## src/rtl/onetotwo_demux_stream.sv

```systemverilog
// One-to-two stream demux: routes whole packets from DIN to channel A or B.
// Optional per-channel beat counters when DEMUX_BEAT_CNT_EN is defined.
//
// Ports:
//   CLK, RST_N          clock, synchronous active-low reset
//   S                   route select for the first beat of a packet (0=A, 1=B)
//   DIN, DIN_LAST       input beat data / end-of-packet marker
//   DIN_VALID/READY     input handshake (READY is combinational)
//   A_*/B_*             registered one-entry output channels with handshake
//   A_CNT/B_CNT         delivered-beat counters, saturating (macro only)
module onetotwo_demux_stream #(
  parameter int WIDTH = 8
) (
  input  logic             CLK,
  input  logic             RST_N,
  input  logic             S,
  input  logic [WIDTH-1:0] DIN,
  input  logic             DIN_LAST,
  input  logic             DIN_VALID,
  output logic             DIN_READY,
  output logic [WIDTH-1:0] A_DATA,
  output logic             A_LAST,
  output logic             A_VALID,
  input  logic             A_READY,
  output logic [WIDTH-1:0] B_DATA,
  output logic             B_LAST,
  output logic             B_VALID,
  input  logic             B_READY
`ifdef DEMUX_BEAT_CNT_EN
  ,
  output logic [15:0]      A_CNT,
  output logic [15:0]      B_CNT
`endif
);

  typedef enum logic [1:0] {
    IDLE   = 2'd0,
    LOCK_A = 2'd1,
    LOCK_B = 2'd2
  } state_e;

  state_e           state_q, state_d;
  logic             a_valid_q, a_valid_d;
  logic             a_last_q, a_last_d;
  logic [WIDTH-1:0] a_data_q, a_data_d;
  logic             b_valid_q, b_valid_d;
  logic             b_last_q, b_last_d;
  logic [WIDTH-1:0] b_data_q, b_data_d;

  logic tgt_b;
  logic tgt_valid;
  logic tgt_ready;
  logic accept;
  logic load_a;
  logic load_b;

  // Packet lock overrides S until the last beat is accepted.
  always_comb begin
    tgt_b = S;
    unique case (state_q)
      LOCK_A:  tgt_b = 1'b0;
      LOCK_B:  tgt_b = 1'b1;
      default: tgt_b = S;
    endcase
  end

  assign tgt_valid = tgt_b ? b_valid_q : a_valid_q;
  assign tgt_ready = tgt_b ? B_READY : A_READY;

  // Only the target channel gates the input; the other may stall freely.
  assign DIN_READY = RST_N & (~tgt_valid | tgt_ready);
  assign accept    = DIN_VALID & DIN_READY;
  assign load_a    = accept & ~tgt_b;
  assign load_b    = accept & tgt_b;

  always_comb begin
    state_d = state_q;
    if (accept) begin
      if (DIN_LAST) begin
        state_d = IDLE;
      end else if (state_q == IDLE) begin
        state_d = tgt_b ? LOCK_B : LOCK_A;
      end
    end
  end

  // Load wins over drain so a full channel can stream one beat per cycle.
  always_comb begin
    a_valid_d = a_valid_q & ~A_READY;
    a_data_d  = a_data_q;
    a_last_d  = a_last_q;
    if (load_a) begin
      a_valid_d = 1'b1;
      a_data_d  = DIN;
      a_last_d  = DIN_LAST;
    end
  end

  always_comb begin
    b_valid_d = b_valid_q & ~B_READY;
    b_data_d  = b_data_q;
    b_last_d  = b_last_q;
    if (load_b) begin
      b_valid_d = 1'b1;
      b_data_d  = DIN;
      b_last_d  = DIN_LAST;
    end
  end

  always_ff @(posedge CLK) begin
    if (!RST_N) begin
      state_q   <= IDLE;
      a_valid_q <= 1'b0;
      a_data_q  <= '0;
      a_last_q  <= 1'b0;
      b_valid_q <= 1'b0;
      b_data_q  <= '0;
      b_last_q  <= 1'b0;
    end else begin
      state_q   <= state_d;
      a_valid_q <= a_valid_d;
      a_data_q  <= a_data_d;
      a_last_q  <= a_last_d;
      b_valid_q <= b_valid_d;
      b_data_q  <= b_data_d;
      b_last_q  <= b_last_d;
    end
  end

  assign A_DATA  = a_data_q;
  assign A_LAST  = a_last_q;
  assign A_VALID = a_valid_q;
  assign B_DATA  = b_data_q;
  assign B_LAST  = b_last_q;
  assign B_VALID = b_valid_q;

`ifdef DEMUX_BEAT_CNT_EN
  logic [15:0] a_cnt_q, a_cnt_d;
  logic [15:0] b_cnt_q, b_cnt_d;

  always_comb begin
    a_cnt_d = a_cnt_q;
    b_cnt_d = b_cnt_q;
    if (a_valid_q & A_READY & (a_cnt_q != 16'hFFFF)) begin
      a_cnt_d = a_cnt_q + 16'd1;
    end
    if (b_valid_q & B_READY & (b_cnt_q != 16'hFFFF)) begin
      b_cnt_d = b_cnt_q + 16'd1;
    end
  end

  always_ff @(posedge CLK) begin
    if (!RST_N) begin
      a_cnt_q <= '0;
      b_cnt_q <= '0;
    end else begin
      a_cnt_q <= a_cnt_d;
      b_cnt_q <= b_cnt_d;
    end
  end

  assign A_CNT = a_cnt_q;
  assign B_CNT = b_cnt_q;
`endif

endmodule

```

## config.mk

```make
export PLATFORM = sky130hd
export DESIGN_NAME = onetotwo_demux_stream
export DESIGN_NICKNAME = d
export VERILOG_FILES = /design/src/rtl/onetotwo_demux_stream.sv
export SDC_FILE = /design/constraint.sdc
export NUM_CORES = 1
export LEC_CHECK = 0
export CAP_MARGIN = 20
export CORE_MARGIN = 2
export CORE_UTILIZATION = 45
export DETAILED_ROUTE_END_ITERATION = 8
export PLACE_DENSITY = 0.82
export SLEW_MARGIN = 10
export SYNTH_ARGS = -nofsm -noshare
export SYNTH_HDL_FRONTEND = slang
export SYNTH_SLANG_ARGS = --single-unit
export TNS_END_PERCENT = 30
```

## constraint.sdc

```tcl
create_clock -name CLK -period 3.6 [get_ports CLK]
set_input_delay 0.36 -clock CLK [delete_from_list [all_inputs] [get_ports CLK]]
set_output_delay 0.36 -clock CLK [all_outputs]
set_load 0.02 [all_outputs]
```

# Yosys cells after proc, flatten, opt, wreduce, memory -nomap -nowiden
# Index checks and enable logic that the tools add are counted.
# Widths: inputs -> output; s select.
[totals]
out_inout_bits = 21
inputBits = 15
elab_cells = 31
reg_bits = 22
[op_classes]
n_eq_ne = 2
mux = 8
bitwise_logic = 11
n_reduce_logical = 3
[op_table]
columns = ["cell", "n"]
rows = [
  ["$and 1x1->1", 6],
  ["$mux 2", 3],
  ["$mux 1", 4],
  ["$not 1->1", 4],
  ["$eq 2x1->1 const B", 1],
  ["$eq 2x2->1 const B", 1],
  ["$logic_not 2->1", 1],
  ["$pmux 1 s2", 1],
  ["$reduce_and 2->1", 1],
  ["$reduce_bool 2->1", 1],
  ["$or 1x1->1", 1],
]

# Depth between registers and ports, before layout
[logic_depth]
ltp_word = 9
depth_mapped = 7
mapped_depth_nobuf = 6

# Least setup slack after synthesis
# No wires, ideal clock.
[synth_timing]
kind = "reg2reg"
from = "register state_q[1]"
to = "register a_data_q[3], in the netlist A_DATA[3]"
stages_incl_launch_ff = 8
path_buffers = 1
required_ns = 3.484
setup_slack_ns = 1.801
arrival_time_ns = 1.683
setup_time_ns = 0.116
period_less_slack_ns = 1.799
path_cell_list = "dfxtp_1 -> inv_1 -> ha_1 -> mux2i_2 -> nor3b_4 -> buf_8 -> mux2i_1 -> nor2b_1"
[synth_between]
elab_chain_len = 8
elab_cells_between_ends = 11
classes_between = "eq/ne (2); mux (3); bitwise (6)"
[synth_rtl]
columns = ["item", "line", "text"]
rows = [
  ["start: declaration", "42", "state_e state_q, state_d;"],
  ["start signal: assignment", "120", "state_q <= state_d;"],
  ["$eq 2x2->1 or $eq 2x1->1 (tied branches)", "60", "unique case (state_q)"],
  ["$pmux 1 s2 (*)", "60", ""],
  ["$mux 1", "67", "assign tgt_valid = tgt_b ? b_valid_q : a_valid_q;"],
  ["$not 1->1", "71", "assign DIN_READY = RST_N & (~tgt_valid | tgt_ready);"],
  ["$or 1x1->1", "71", ""],
  ["$and 1x1->1", "71", ""],
  ["$and 1x1->1", "72", "assign accept = DIN_VALID & DIN_READY;"],
  ["$and 1x1->1 (*)", "73", "assign load_a = accept & ~tgt_b;"],
  ["end signal: assignment", "122", "a_data_q <= a_data_d;"],
  ["end: declaration", "45", "logic [WIDTH-1:0] a_data_q, a_data_d;"],
]
# Every way passes the cells marked *; elsewhere a longest branch is shown, timed or not.
# A chain may end at the register's enable or synchronous reset.

# Final worst setup path
[layout_timing]
from = "register state_q[1]"
to = "output port DIN_READY"
[layout_between]
elab_chain_len = 6
elab_cells_between_ends = 8
classes_between = "eq/ne (2); mux (3); bitwise (3)"
[layout_rtl]
columns = ["item", "line", "text"]
rows = [
  ["$eq 2x2->1 or $eq 2x1->1 (tied branches)", "60", ""],
  ["$pmux 1 s2 (*)", "60", ""],
  ["$mux 1", "67", ""],
  ["$not 1->1", "71", ""],
  ["$or 1x1->1 (*)", "71", ""],
  ["$and 1x1->1 (*)", "71", ""],
  ["end: declaration", "20", "output logic DIN_READY,"],
]
# Marks and branches as above.

==> impl_metrics.ini <==
[synth]
async_flop_share_pct = 0
synth_top_area_share_pct = 46.6
syn_area_um2 = 946
synth.most_common_cell = dfxtp_1
syn_area_per_cell_um2 = 11.1
synth.yosys.warnings = 0
synth_common_cells = dfxtp_1 (22), nor2b_1 (20), mux2i_1 (19), inv_1 (3), nand2_1 (3)
synth_top_area_cell = dfxtp_1
syn_inst = 85
ys_seq_area_share_pct = 46.6
synth_cell_types = 17
synth_area_leaders = dfxtp_1 (47%), mux2i_1 (20%), nor2b_1 (13%)
synth_edf_count = 0
synth_ff_type = dfxtp_1
ys_ff_latch = 22
synth_nets = 102

[job]
drv_cap = 0

[clock_network]
cts_made_buffers = 3
cts_tree = built
htree_levels = 1
post_cts_buffers = 0
post_cts_resized = 0
holdBufCountCts = 0
insertion_delay_ns = 0.30
cts.path.max_buffers = 2
cts.sinks = 22
cts_root_buf = clkbuf_4
cts.clk_slew.worst_paths_ns = 0.12

[critical_path]
r2r_cells = 6
crit_fanout = 3
timing.rr.end = A_DATA[1]
worstPathArrival_ns = 2.31
crit_path_start_kind = flop
endpoint_kind = primary output
cp_data_required_time_ns = 3.24
r2r-start = state_q[1]
crit_type = flop to primary output
reg2reg_slack_ns = 1.40

[global_routing]
grt_use_total_pct = 17.4
grt_pass1_vias = 762
grt_pass1_wl_um = 3260
gr-total-overflow = 0
antenna_found_initial = 0
grt_max_degree = 27

[sta]
timing.final.max_slew_violations = 0
fin_crit_sh_pct = 74.3
setup_ws_ns = 0.926
fin_skew_ns = 0.00565
max_slew_margin_pct = 50.5
fin_tns_setup_ns = 0
hold_ws_ns = 0.480
hold_violations = 0
post-route-min-period_ns = 2.67
max_freq_mhz = 374
setup_viol = 0
rsz0062_at_grt = no
worstMarginPinSlew_ns = 0.742

[place]
portBuffers = 35
pre_cts_slack_ns = 0.925
place_hpwl_um = 1400
routabilityCongestion = 0.685

[pwr]
power_density_nw_per_um2 = 406
peakVddDrop_v = 0.000329
p_leak_nw = 0.466
total_power_mw = 0.551

[route]
routed_via_density = 4.91
drt_iter0_markers = 5
antenna_left = 0
routedWlPerCell_um = 13.0
first_pass_iters = 2
via_count = 727
post-route-drc-count = 0
wl_um = 1920

[cells_and_area]
fill_cells = 155
n_antenna_cell = 0
nNetsFinal = 139
drive_above_1_share_pct = 6.61
syn_to_final_growth_pct = 43.4

[floorplanning]
design.core.area_um2 = 1980
io_pins = 36
die_x_um = 49.8
dieHeight_um = 49.8
dieArea_um2 = 2480
initial_utilization_pct = 47.7
num_rows = 16

[min_path]
whs_path_depth = 2
hold_start = state_q[0]
hold_class = flop to flop
hold_end = state_q[0]

[outcome]
status = complete, no violations
==> kinds of logic after synthesis <==
group,count (synthesis),share of synthesized area [%]
simple gates,28,20.0
compound gates,6,4.50
mux,20,21.6
fa+ha+maj,2,2.65
flops,22,46.6
buf+inv,7,4.76
==> area by class of cell <==
| class | instances | area [µm²] | share of cell area [%] |
|---|---|---|---|
| sequential | 22 | 440 | 32.5 |
| inverter | 3 | 11.3 | 0.830 |
| tap | 27 | 33.8 | 2.49 |
| multi-input combinational | 56 | 460 | 33.9 |
| timing repair buffer | 36 | 358 | 26.4 |
| clock inverter | 1 | 30.0 | 2.21 |
| clock buffer | 3 | 22.5 | 1.66 |
==> placed cells by master, fill, tap and decap left out, drive strengths merged <==
master         synthesis  final
nor3                   1      1
nor3b                  1      1
bufinv                 0      1
and2                   1      1
nand2                  3      3
dfxtp                 22     22
inv                    3      3
clkdlybuf4s50          0     35
ha                     2      2
nor2b                 20     20
clkbuf                 2      3
buf                    2      1
nor4b                  2      2
o31ai                  2      2
o21a                   2      2
mux2i                 20     20
a31oi                  2      2
==> per-stage QoR <==
step                      area [µm²]  cells  utilization [%]
after floorplan                  946     85                -
after global placement          1300    144             65.8
after detailed placement        1300    144             65.8
after CTS                       1360    148             68.4
after global routing            1360    148             68.4
final                           1360    148             68.4
==> metal layers <==
metal	GRT usage [%]	share of wire, %
met1	20.3	45
met2	28.4	48
met3	4.55	6.1
met4	10.2	1.3
met5	0	0
==> critical path: stages (launching register included) <==
cell and delay [ns]:
dfxtp_1 0.37, inv_1 0.07, ha_1 0.30, mux2i_2 0.33, mux2i_1 0.22, and2_1 0.13
clkdlybuf4s50_1 0.60
==> where the power goes <==
group          switching (mW)  leakage (nW)  total (mW)  internal [mW]
combinational          0.0484         0.259       0.105         0.0571
clock                  0.0711        0.0279       0.184          0.113
sequential            0.00661         0.179       0.262          0.255
total                   0.126         0.466       0.551          0.425
==> registers in the layout (all words and copies together) (netlist names) <==
signal   cells
A_DATA       8
A_LAST       1
A_VALID      1
B_DATA       8
B_LAST       1
B_VALID      1
state_q      2
==> worst max-delay path by stage <==
stage	start	to	slack (ns)	cells after the start
finish	state_q[1]	DIN_READY	0.93	6
global route	state_q[1]	DIN_READY	0.83	6
CTS	state_q[1]	DIN_READY	0.91	6
detailed placement	RST_N	A_DATA[6]	0.92	5
global placement	RST_N	A_DATA[2]	0.98	5
floorplan	state_q[1]	A_DATA[3]	1.80	7
Note: power is estimated with default switching activity, not from simulation.
==> RTL change: new RTL, same settings <==
Set the parameter `WIDTH` to 6 (it was 8).
--- a/src/rtl/onetotwo_demux_stream.sv
+++ b/src/rtl/onetotwo_demux_stream.sv
@@ -10,5 +10,5 @@
 //   A_CNT/B_CNT         delivered-beat counters, saturating (macro only)
 module onetotwo_demux_stream #(
-  parameter int WIDTH = 8
+  parameter int WIDTH = 6
 ) (
   input  logic             CLK,
Interface: changed (resized A_DATA, B_DATA and DIN); port bits go from 36 to 30. The function was not compared with the original's and may differ.
==> RTL change against the unedited design <==
- non-clock buffer count shrank 6
- sequential cell count shrank 4
- area after synthesis shrank 16%
- power shrank 23%
- wire length shrank 20%
- final area shrank 17%
- synthesized cell count shrank 14%
- worst setup slack gained 0.021 ns
- largest cell class unchanged
- largest power group unchanged
==> RTL change: results (changes against the unedited design) <==
| Metric | Value |
|---|---|
| Largest net degree at the start of global routing | `23 (-15%)` |
| CP top delay family | `buffers and inverters` |
| Initial drt markers | `3 (-2)` |
| N_diodes | `0 (unchanged)` |
| First-pass GRT wire length | `2.44 mm (-25%)` |
| DP Wirelength | `1.09 mm (-22%)` |
| Normalized max-slew margin | `0.582 (+0.0771)` |
| Peak VDD IR | `0.000279 V (-15%)` |
| Number of global-route vias before repair | `580 (-24%)` |
| Top cells by count, synth | `dfxtp_1, mux2i_1, nor2b_1` |
| Post-CTS setup buffers | `0 (unchanged)` |
| Worst Hold Class | `register to register` |
| Worst Path Arrival | `2.29 ns (-0.02 ns)` |
| Post-layout nets | `119 (-14%)` |
| Clock slew at reported path FFs | `0.10 ns (-0.02 ns)` |
| TritonRoute pass-1 iters | `4 (+2)` |
| Antenna violations before repair | `0 (unchanged)` |
| Pre-CTS WS | `1.16 ns (+0.235 ns)` |
| Bufs on Longest Clock Path | `2 (unchanged)` |
| Status | `completed` |
| Layout cell share with drive strength beyond 1 | `0.0971 (+0.0310)` |
| Synth top area cells | `dfxtp_1, mux2i_1, nor2b_1, ha_1, nor3b_4` |
| Yosys warns | `0 (unchanged)` |
| Clock Latency Late Sink | `0.28 ns (-0.02 ns)` |
| Yosys cell types | `19 (+2)` |
| Crit path max-delay cell type | `clkdlybuf4s50_1` |
| Critical Path Max Stage Delay | `just under 0.6 ns` |
| Leak | `0.394 nW (-15%)` |
| R2r worst-path depth | `6 (unchanged)` |
| CTS resizes | `0 (unchanged)` |
| Top_reg_cell synth | `dfxtp_1` |
| RD Place Congestion | `0.675 (-1.6%)` |
| Post-synthesis sequential area ratio | `0.451 (-0.0142)` |
| Asr flop ratio synth | `0 (unchanged)` |
| Worst Clk Skew | `0.00114 ns (-0.00451 ns)` |
| Tot GR Track Use | `0.158 (-0.0156)` |
| Synth Net Count | `88 (-14%)` |
| Vias | `607 (-17%)` |
| Min-Delay Path Depth | `2 (unchanged)` |
| CP Max Fanout | `3 (unchanged)` |
| H-tree levels | `1 (unchanged)` |
| DR WL/cell | `12.8 um (-1.2%)` |
| Port Buf Inserts | `29 (-17%)` |
| Clk root buf | `clkbuf_4` |
| Number of clock buffers inserted by TritonCTS | `3 (unchanged)` |
==> RTL change: report_power, final <==
| part | internal [mW] | switching, mW | leakage [nW] | total (mW) |
|---|---|---|---|---|
| logic | 0.0491 | 0.0413 | 0.227 | 0.0904 |
| clock network | 0.0615 | 0.0598 | 0.0210 | 0.121 |
| registers | 0.209 | 0.00520 | 0.146 | 0.214 |
==> RTL change: worst paths after layout <==
path / from / slack (ns) / end
min: state_q[0]$_SDFFE_PN0P_ / 0.48 / state_q[0]$_SDFFE_PN0P_
max reg2reg: state_q[1]$_SDFFE_PN0P_ / 1.50 / A_DATA[2]$_SDFFE_PN0P_
min reg2reg: state_q[0]$_SDFFE_PN0P_ / 0.48 / state_q[0]$_SDFFE_PN0P_
max: state_q[1]$_SDFFE_PN0P_ / 0.95 / DIN_READY
==> RTL change: cells by family (layout without fill, tap and decap cells) <==
kind of cell,count (synthesis),in the layout,share of synthesized area
AOI/OAI and AO/OA,6,6,0.0533
adders and majority gates,2,2,0.0313
buffers and inverters,7,37,0.0470
DFF,18,18,0.451
muxes,16,16,0.205
and+or+nand+nor,24,24,0.212
==> RTL change: cell type report <==
cell class                      count  area (um^2)
Clock buffer                        4         36.3
Fill cell                         137          562
Inverter                            3         11.3
Multi-Input combinational cell     48          400
Sequential cell                    18          360
Tap cell                           17         21.3
Timing Repair Buffer               30          298
==> RTL change: metrics by stage <==
step	instances	power [mW]	hold slack (ns)	instance area, um^2	utilization
after floorplan	73	0.272	0.435	798	-
after global placement	116	0.307	0.447	1090	0.646
after detailed placement	116	0.309	0.467	1090	0.646
after CTS	120	0.432	0.482	1130	0.667
after global routing	120	0.448	0.500	1130	0.667
final	120	0.426	0.476	1130	0.667
==> RTL change: per-layer routing <==
metal  vias to the layer above  routed length [um]  track usage
met5                         -                   0            0
met4                         0                  17       0.0743
met3                         2                  38       0.0235
met2                        14                 753        0.267
met1                       280                 730        0.196
li1                        311                   -            -
==> RTL change: worst reg2reg max path: cells and delay by family, from the launching register on <==
kind,cells,cell delay (ns)
AND/OR/NAND/NOR,2,0.67
adder cells (fa/ha/maj),1,0.30
multiplexers,2,0.57
flip-flops,1,0.39
buffers and inverters,1,0.08
